==> config.mk <==
export PLATFORM = sky130hd
export DESIGN_NAME = hls_ap_ctrl_master
export DESIGN_NICKNAME = d
export VERILOG_FILES = /design/src/rtl/hls_ap_ctrl_master.sv
export SDC_FILE = /design/constraint.sdc
export NUM_CORES = 1
export LEC_CHECK = 0
export ABC_AREA = 1
export CAP_MARGIN = 20
export CORE_AREA = 2 2 211 213
export CTS_CLUSTER_SIZE = 30
export DETAILED_ROUTE_END_ITERATION = 10
export DIE_AREA = 0 0 213 215
export SYNTH_ARGS = -nofsm -noshare
export SYNTH_HDL_FRONTEND = slang
export SYNTH_SLANG_ARGS = --single-unit
==> constraint.sdc <==
create_clock -name ap_clk -period 1.8 [get_ports ap_clk]
set_clock_uncertainty 0.05 [all_clocks]
set_input_delay 0.45 -clock ap_clk [delete_from_list [all_inputs] [get_ports ap_clk]]
set_output_delay 0.45 -clock ap_clk [all_outputs]
set_load 0.03 [all_outputs]
==> src/rtl/hls_ap_ctrl_master.sv <==
// Initiator for the HLS ap_ctrl_hs block protocol: takes a job from a valid/ready channel,
// runs the core with start-until-ready, captures its outputs and returns one result beat.
module hls_ap_ctrl_master #(
    parameter int DATA_W  = 32,
    parameter int N_ARGS  = 5,
    parameter int TIMEOUT = 64,
    parameter int CNT_W   = 16
) (
    input  logic                     ap_clk,
    input  logic                     ap_rst,
    input  logic                     req_valid,
    output logic                     req_ready,
    input  logic [N_ARGS*DATA_W-1:0] req_args,
    output logic                     ap_start,
    input  logic                     ap_ready,
    input  logic                     ap_done,
    input  logic                     ap_idle,
    output logic [N_ARGS*DATA_W-1:0] core_args,
    input  logic [DATA_W-1:0]        o1,
    input  logic                     o1_ap_vld,
    input  logic [DATA_W-1:0]        o2,
    input  logic                     o2_ap_vld,
    input  logic [DATA_W-1:0]        ap_return,
    output logic                     rsp_valid,
    input  logic                     rsp_ready,
    output logic [DATA_W-1:0]        rsp_o1,
    output logic [DATA_W-1:0]        rsp_o2,
    output logic [DATA_W-1:0]        rsp_return,
    output logic [2:0]               rsp_flags,
    output logic [CNT_W-1:0]         rsp_cycles,
    output logic                     busy
);

    typedef enum logic [3:0] {
        IDLE  = 4'b0001,
        START = 4'b0010,
        WAIT  = 4'b0100,
        RESP  = 4'b1000
    } state_t;

    state_t                    state_q;
    logic                      req_ready_q, ap_start_q, rsp_valid_q, busy_q;
    logic [N_ARGS*DATA_W-1:0]  core_args_q;
    logic [DATA_W-1:0]         o1_q, o2_q, ret_q;
    logic                      timeout_q, o1_seen_q, o2_seen_q;
    logic [CNT_W-1:0]          cnt_q, cnt_d, cycles_q;
    logic                      unused_idle;

    assign unused_idle = ap_idle;

    // Latency counter saturates instead of wrapping
    always_comb begin
        cnt_d = cnt_q;
        if (cnt_q != '1) cnt_d = cnt_q + CNT_W'(1);
    end

    always_ff @(posedge ap_clk) begin
        if (ap_rst) begin
            state_q     <= IDLE;
            req_ready_q <= 1'b1;
            ap_start_q  <= 1'b0;
            rsp_valid_q <= 1'b0;
            busy_q      <= 1'b0;
            core_args_q <= '0;
            o1_q        <= '0;
            o2_q        <= '0;
            ret_q       <= '0;
            timeout_q   <= 1'b0;
            o1_seen_q   <= 1'b0;
            o2_seen_q   <= 1'b0;
            cnt_q       <= '0;
            cycles_q    <= '0;
        end else begin
            case (state_q)
                IDLE: begin
                    if (req_valid) begin
                        core_args_q <= req_args;
                        o1_q        <= '0;
                        o2_q        <= '0;
                        ret_q       <= '0;
                        timeout_q   <= 1'b0;
                        o1_seen_q   <= 1'b0;
                        o2_seen_q   <= 1'b0;
                        cycles_q    <= '0;
                        cnt_q       <= CNT_W'(1);
                        ap_start_q  <= 1'b1;
                        req_ready_q <= 1'b0;
                        busy_q      <= 1'b1;
                        state_q     <= START;
                    end
                end
                START, WAIT: begin
                    if (o1_ap_vld) begin
                        o1_q      <= o1;
                        o1_seen_q <= 1'b1;
                    end
                    if (o2_ap_vld) begin
                        o2_q      <= o2;
                        o2_seen_q <= 1'b1;
                    end
                    if (state_q == START && ap_ready) ap_start_q <= 1'b0;
                    // Done wins over a timeout landing on the same cycle
                    if (ap_done) begin
                        ret_q       <= ap_return;
                        cycles_q    <= cnt_q;
                        ap_start_q  <= 1'b0;
                        rsp_valid_q <= 1'b1;
                        state_q     <= RESP;
                    end else if (cnt_q == CNT_W'(TIMEOUT)) begin
                        timeout_q   <= 1'b1;
                        ret_q       <= '0;
                        cycles_q    <= cnt_q;
                        ap_start_q  <= 1'b0;
                        rsp_valid_q <= 1'b1;
                        state_q     <= RESP;
                    end else begin
                        cnt_q <= cnt_d;
                        if (state_q == START && ap_ready) state_q <= WAIT;
                    end
                end
                RESP: begin
                    if (rsp_ready) begin
                        rsp_valid_q <= 1'b0;
                        req_ready_q <= 1'b1;
                        busy_q      <= 1'b0;
                        state_q     <= IDLE;
                    end
                end
                default: begin
                    state_q     <= IDLE;
                    req_ready_q <= 1'b1;
                    ap_start_q  <= 1'b0;
                    rsp_valid_q <= 1'b0;
                    busy_q      <= 1'b0;
                end
            endcase
        end
    end

    assign req_ready  = req_ready_q;
    assign ap_start   = ap_start_q;
    assign core_args  = core_args_q;
    assign rsp_valid  = rsp_valid_q;
    assign rsp_o1     = o1_q;
    assign rsp_o2     = o2_q;
    assign rsp_return = ret_q;
    assign rsp_flags  = {timeout_q, o2_seen_q, o1_seen_q};
    assign rsp_cycles = cycles_q;
    assign busy       = busy_q;

endmodule
Word-level counts from Yosys, hierarchy flattened
Index checks and enable logic that the tools add are counted.
{"block": "word_totals", "regBits": 299, "latchBits": 0, "ram_bits": 0, "rom_bits": 0, "in_bits": 265, "out_inout_bits": 279, "elab_cells": 89, "memories": 0}
{"block": "classes", "addsub": 1, "mul": 0, "div_mod_pow": 0, "n_lt_le_gt_ge": 0, "eq_ne": 16, "shifts": 0, "mux": 42, "bitwise": 3, "reduce_logical": 13}
{"op": "case mux 32 bit (2 select lines)", "n": 3}
{"op": "2-to-1 mux 32 bit", "n": 5}
{"op": "2-to-1 mux 16 bit", "n": 7}
{"op": "case mux 16 bit (2 select lines)", "n": 2}
{"op": "AND reduction 3 bit", "n": 7}
{"op": "2-to-1 mux 4 bit", "n": 5}
{"op": "adder 16 x 1 -> 16 bit (second input constant)", "n": 1}
{"op": "== test 16 x 7 -> 1 bit (second input constant)", "n": 1}
{"op": "!= test 16 bit (second input constant)", "n": 1}
{"op": "!= test 2 bit (second input constant)", "n": 8}
{"op": "2-to-1 mux 1 bit", "n": 12}
{"op": "case mux 1 bit (3 select lines)", "n": 4}
{"op": "case mux 4 bit (3 select lines)", "n": 1}
{"op": "case mux 1 bit (2 select lines)", "n": 3}
{"op": "AND reduction 5 bit", "n": 1}
{"op": "== test 4 x 1 -> 1 bit (second input constant)", "n": 1}
{"op": "== test 4 x 2 -> 1 bit (second input constant)", "n": 1}
{"op": "== test 4 x 3 -> 1 bit (second input constant)", "n": 1}
{"op": "== test 4 bit (second input constant)", "n": 1}
{"op": "!= test 4 bit (second input constant)", "n": 1}
{"op": "AND reduction 4 bit", "n": 1}
{"op": "!= test 3 bit (second input constant)", "n": 1}
{"op": "NOT 1 bit", "n": 3}
{"op": "AND reduction 2 bit", "n": 1}
{"op": "3 further kinds", "n": 3}

Longest topological paths before layout
{"block": "depth", "depth_word": 6, "ltp_mapped": 14, "ltp_nobuf": 11}

Worst setup path after synthesis
Ideal clock, no wire load.
{"block": "synth_timing", "kind": "reg2reg", "from": "register cnt_q[0]", "to": "register cycles_q[10] (netlist: rsp_cycles[10])", "setup_time_ns": 0.117, "t_arrival_ns": 1.483, "t_required_ns": 1.633, "path_slack_ns": 0.149, "stages_incl_launch_ff": 14, "path_buffers": 2, "synth_period_minus_slack_ns": 1.651, "cell_sequence": "dfxtp_1 inv_1 ha_1 nand3_1 nor2_1 nand2_2 nand2_2 nand2_4 nand2_4 inv_2 buf_6 buf_6 a21oi_2 nor2_1"}
{"block": "synth_via", "elab_chain_len": 3}
{"item": "from (decl)", "line_no": "46", "rtl": "logic [CNT_W-1:0] cnt_q, cnt_d, cycles_q;"}
{"item": "from (signal assigned)", "line_no": "117", "rtl": "cnt_q <= cnt_d;"}
{"item": "== test 16 x 7 -> 1 bit", "line_no": "109", "rtl": "end else if (cnt_q == CNT_W'(TIMEOUT)) begin"}
{"item": "!= test 3 bit (no source line)"}
{"item": "AND reduction 3 bit (no source line)"}
{"item": "to (signal assigned)", "line_no": "105", "rtl": "cycles_q <= cnt_q;"}
{"item": "to (signal assigned)", "line_no": "112", "rtl": "cycles_q <= cnt_q;"}
{"item": "to (decl)", "line_no": "46"}
No other way between the ends.
A chain may end at the register's enable or synchronous reset.

Worst setup path after layout
{"block": "layout_timing", "from": "register o2_q[28] (netlist: rsp_o2[28])", "to": "output rsp_o2[28]"}
{"item": "from (decl)", "line_no": "44", "rtl": "logic [DATA_W-1:0] o1_q, o2_q, ret_q;"}
{"item": "from (signal assigned)", "line_no": "66", "rtl": "o2_q <= '0;"}
{"item": "from (signal assigned)", "line_no": "79", "rtl": "o2_q <= '0;"}
{"item": "from (signal assigned)", "line_no": "98", "rtl": "o2_q <= o2;"}
{"item": "to (decl)", "line_no": "27", "rtl": "output logic [DATA_W-1:0] rsp_o2,"}
No word-level cell between the ends.

==> results.json <==
{
  "worstMarginPinSlew_ns": 0.5227,
  "finalSetupViolCount": 0,
  "combPwrFrac_pct": 45.0,
  "yosysTopAreaCellShare_pct": 53.45,
  "min_period_over_period_pct": 97.83,
  "place_congestion": 0.8598,
  "cts.htree.levels": 2,
  "cp.arrival_ns": 1.26,
  "timing.rr.start": "state_q[3]",
  "drtIter0Drc": 558,
  "die_area_sq_mm": 0.04580,
  "max-slew-margin-rel_pct": 65.02,
  "worstSetupEndpointType": "output pin",
  "worst_path_largest_cell_delay_ns": 0.40,
  "port_buffers": 542,
  "powerDensity_mw_per_mm2": 1592,
  "pwr-share-clk_pct": 25.1,
  "grt_pass1_vias": 11530,
  "switching_share_pct": 40.58,
  "clock_path_buffers": 3,
  "max_freq_mhz": 567.9,
  "synth_edf_count": 0,
  "fin_nets": 2299,
  "syn_area_sq_mm": 0.01120,
  "crit_chain": "dlygate4sd2_1",
  "cts_buffers": 36,
  "period_minus_slack_ns": 1.761,
  "top_usage_layer": "met2",
  "core_area_sq_mm": 0.04364,
  "worst_r2r_path_depth": 8,
  "p_seq_share_pct": 30.0,
  "rsz0062_at_grt": "true",
  "grtUsageMet3_pct": 6.751,
  "dp_hpwl_um": 30860,
  "run_status": "complete, no violations",
  "path_class": "register to output pin",
  "die_x_um": 213,
  "p_total_mw": 30.28,
  "avgViaCountPerCell": 4.463,
  "area_delta_synth_final_pct": 69.84,
  "post_drt_wl_per_cell_um": 16.73,
  "ant_nets": 0,
  "clk_latency_ns": 0.53,
  "drv_cap": 0,
  "p_int_mw": 17.99,
  "ctsHoldBuffers": 0,
  "ys_ff_latch": 299,
  "num-fill-cells": 4362,
  "worstPathMaxFanout": 2,
  "grt_pass1_wl_um": 64760,
  "ys_seq_area_share_pct": 53.45,
  "dpl.cell_count": 2566,
  "wl_um": 44410,
  "grt_start_max_net_pins": 86,
  "hold_path.class": "input port to register",
  "startpoint_type": "register",
  "synth_top_flop_cell": "dfxtp_1",
  "crit_required_ns": 1.30,
  "critPathBufInv": 1,
  "synth.most_common_cell": "nor2_1",
  "met1_usage_pct": 20.21,
  "rrSetupSlack_ns": 0.09,
  "p_leak_nw": 7.738,
  "ys_warn_count": 0,
  "yosys.area.top_type": "dfxtp_1",
  "syn_nets": 1735,
  "holdPathStages": 2,
  "drc_errors": 0,
  "slew_viol_final": 0,
  "worst_hold_path.endpoint": "rsp_return[19]",
  "row_count": 77,
  "synth.avg_cell_area_sq_um": 7.629,
  "whs_ns": 0.2420,
  "synth-async-reset-ratio_pct": 0,
  "antenna_found_initial": 6,
  "clk_pin_slew_ns": 0.06,
  "ios": 544,
  "cp_top_family": "buffers and inverters",
  "netlist_top_cells_count": "nor2_1 (388), dfxtp_1 (299), nand2_1 (225)",
  "p_switching_mw": 12.29,
  "vias": 11850,
  "hold_path_startpoint": "ap_rst",
  "die_h_um": 215,
  "synth_top_cells_by_area": "dfxtp_1 (53%), nor2_1 (13%), o21ai_0 (8.3%)",
  "firstDrtPassIters": 5,
  "instances_no_fill": 2654,
  "hold_viol": 0,
  "initial_core_util_pct": 25.66,
  "vdd_drop_max_uv": 919.5,
  "cts_tree": "built",
  "root_buffer": "clkbuf_16",
  "crit_slowest_cell": "dlygate4sd2_1",
  "drive_gt1_share_pct": 17.11,
  "grt_overflow": 0,
  "grt_use_met2_pct": 30.61,
  "synth_cell_type_count": 28,
  "syn_inst": 1468,
  "grtUsageTotal_pct": 18.05,
  "fin_ws_ns": 0.03913,
  "r2r_end": "core_args[62]",
  "cts.sinks": 299,
  "pre_cts_ws_ns": -0.2392
}
-- layout by cell type (no fill, tap or decap), types with 8 or more instances in the layout --
master           Yosys  final
dlygate4sd2_1        0     36
nand4_1              8      8
clkbuf_16            0     41
inv_1               27     23
a21oi_2              9     12
o21ai_0            185    185
buf_4               12     63
a21oi_1            121    118
clkdlybuf4s50_1      0    262
clkdlybuf4s15_2      0     66
nor2_1             388    380
dfxtp_1            299    292
clkbuf_2             0     58
buf_12               0     25
nor2_2               6     14
clkdlybuf4s15_1      0    106
nand3_1             60     58
nand2_1            225    223
-- kinds of logic (layout without fill, tap and decap cells) --
family,after synthesis,count (layout),synth area share [%]
buffers and inverters,138,723,5.776
DFF,299,299,53.45
adders and majority gates,2,2,0.2234
other,0,5,0
AOI/OAI and AO/OA,317,318,14.60
and+or+nand+nor,708,711,25.64
xor gates and xnor gates,4,4,0.3128
-- how the worst max path moves through the flow --
stage | startpoint | to | slack, ns | cells past startpoint
finish | rsp_o2[28] | rsp_o2[28] | 0.04 | 1
floorplan | cnt_q[0] | rsp_cycles[10] | 0.15 | 13
detailed placement | o1_ap_vld | rsp_o1[2] | -0.24 | 4
CTS | core_args[144] | core_args[144] | -0.01 | 1
global route | rsp_o2[22] | rsp_o2[22] | -0.01 | 1
global placement | o1_ap_vld | rsp_o1[10] | -0.21 | 4
-- repair_timing --
item / in CTS / in global routing
setup buffers: 2 / 8
endpoints found under the setup margin: 301 / 237
pin swaps: 2 / 3
gates cloned: 1 / 9
gates resized for setup: 526 / 147
-- per-layer routing --
metal / vias up / share of wire [%]
li1: 5888 / -
met1: 5421 / 39
met2: 463 / 48
met3: 73 / 9.9
met4: 0 / 2.8
met5: - / 0
-- state kept, by name, summed over array words and instances (netlist names) --
name and flops:
rsp_valid 1, req_ready 1, state_q 4, rsp_o2 32
cnt_q 16, o1_seen_q 1, core_args 160, busy 1
rsp_return 32, ap_start 1, timeout_q 1, o2_seen_q 1
rsp_cycles 16, rsp_o1 32
-- final cells by class --
type,instances,area (sq um),area share [%]
clock buffers,47,1013,5.328
flip-flops and latches,299,5995,31.52
repair buffers,627,6195,32.57
multi-input cells,1035,4693,24.67
diodes,5,12.51,0.06578
inverters,33,151.4,0.7959
clock inverters,16,220.2,1.158
well taps,592,740.7,3.894
-- through the flow --
stage,util (%),setup TNS [ns],cell area [sq um]
finish,43.58,0,19020
global placement,40.40,-29.72,17630
CTS,43.32,-0.009534,18910
floorplan,-,0,11200
global route,43.58,-0.03279,19020
detailed placement,40.40,-36.75,17630
-- power by group through the flow --
stage,Sequential [mW],Clock (mW),Combinational [mW]
after floorplan,12.0,0,4.48
after global placement,9.09,0,13.3
after detailed placement,9.14,0,13.3
after CTS,9.05,7.84,12.9
after global routing,9.26,8.09,14.6
final,9.07,7.59,13.6
No activity file was read; power rests on OpenSTA's default activity.
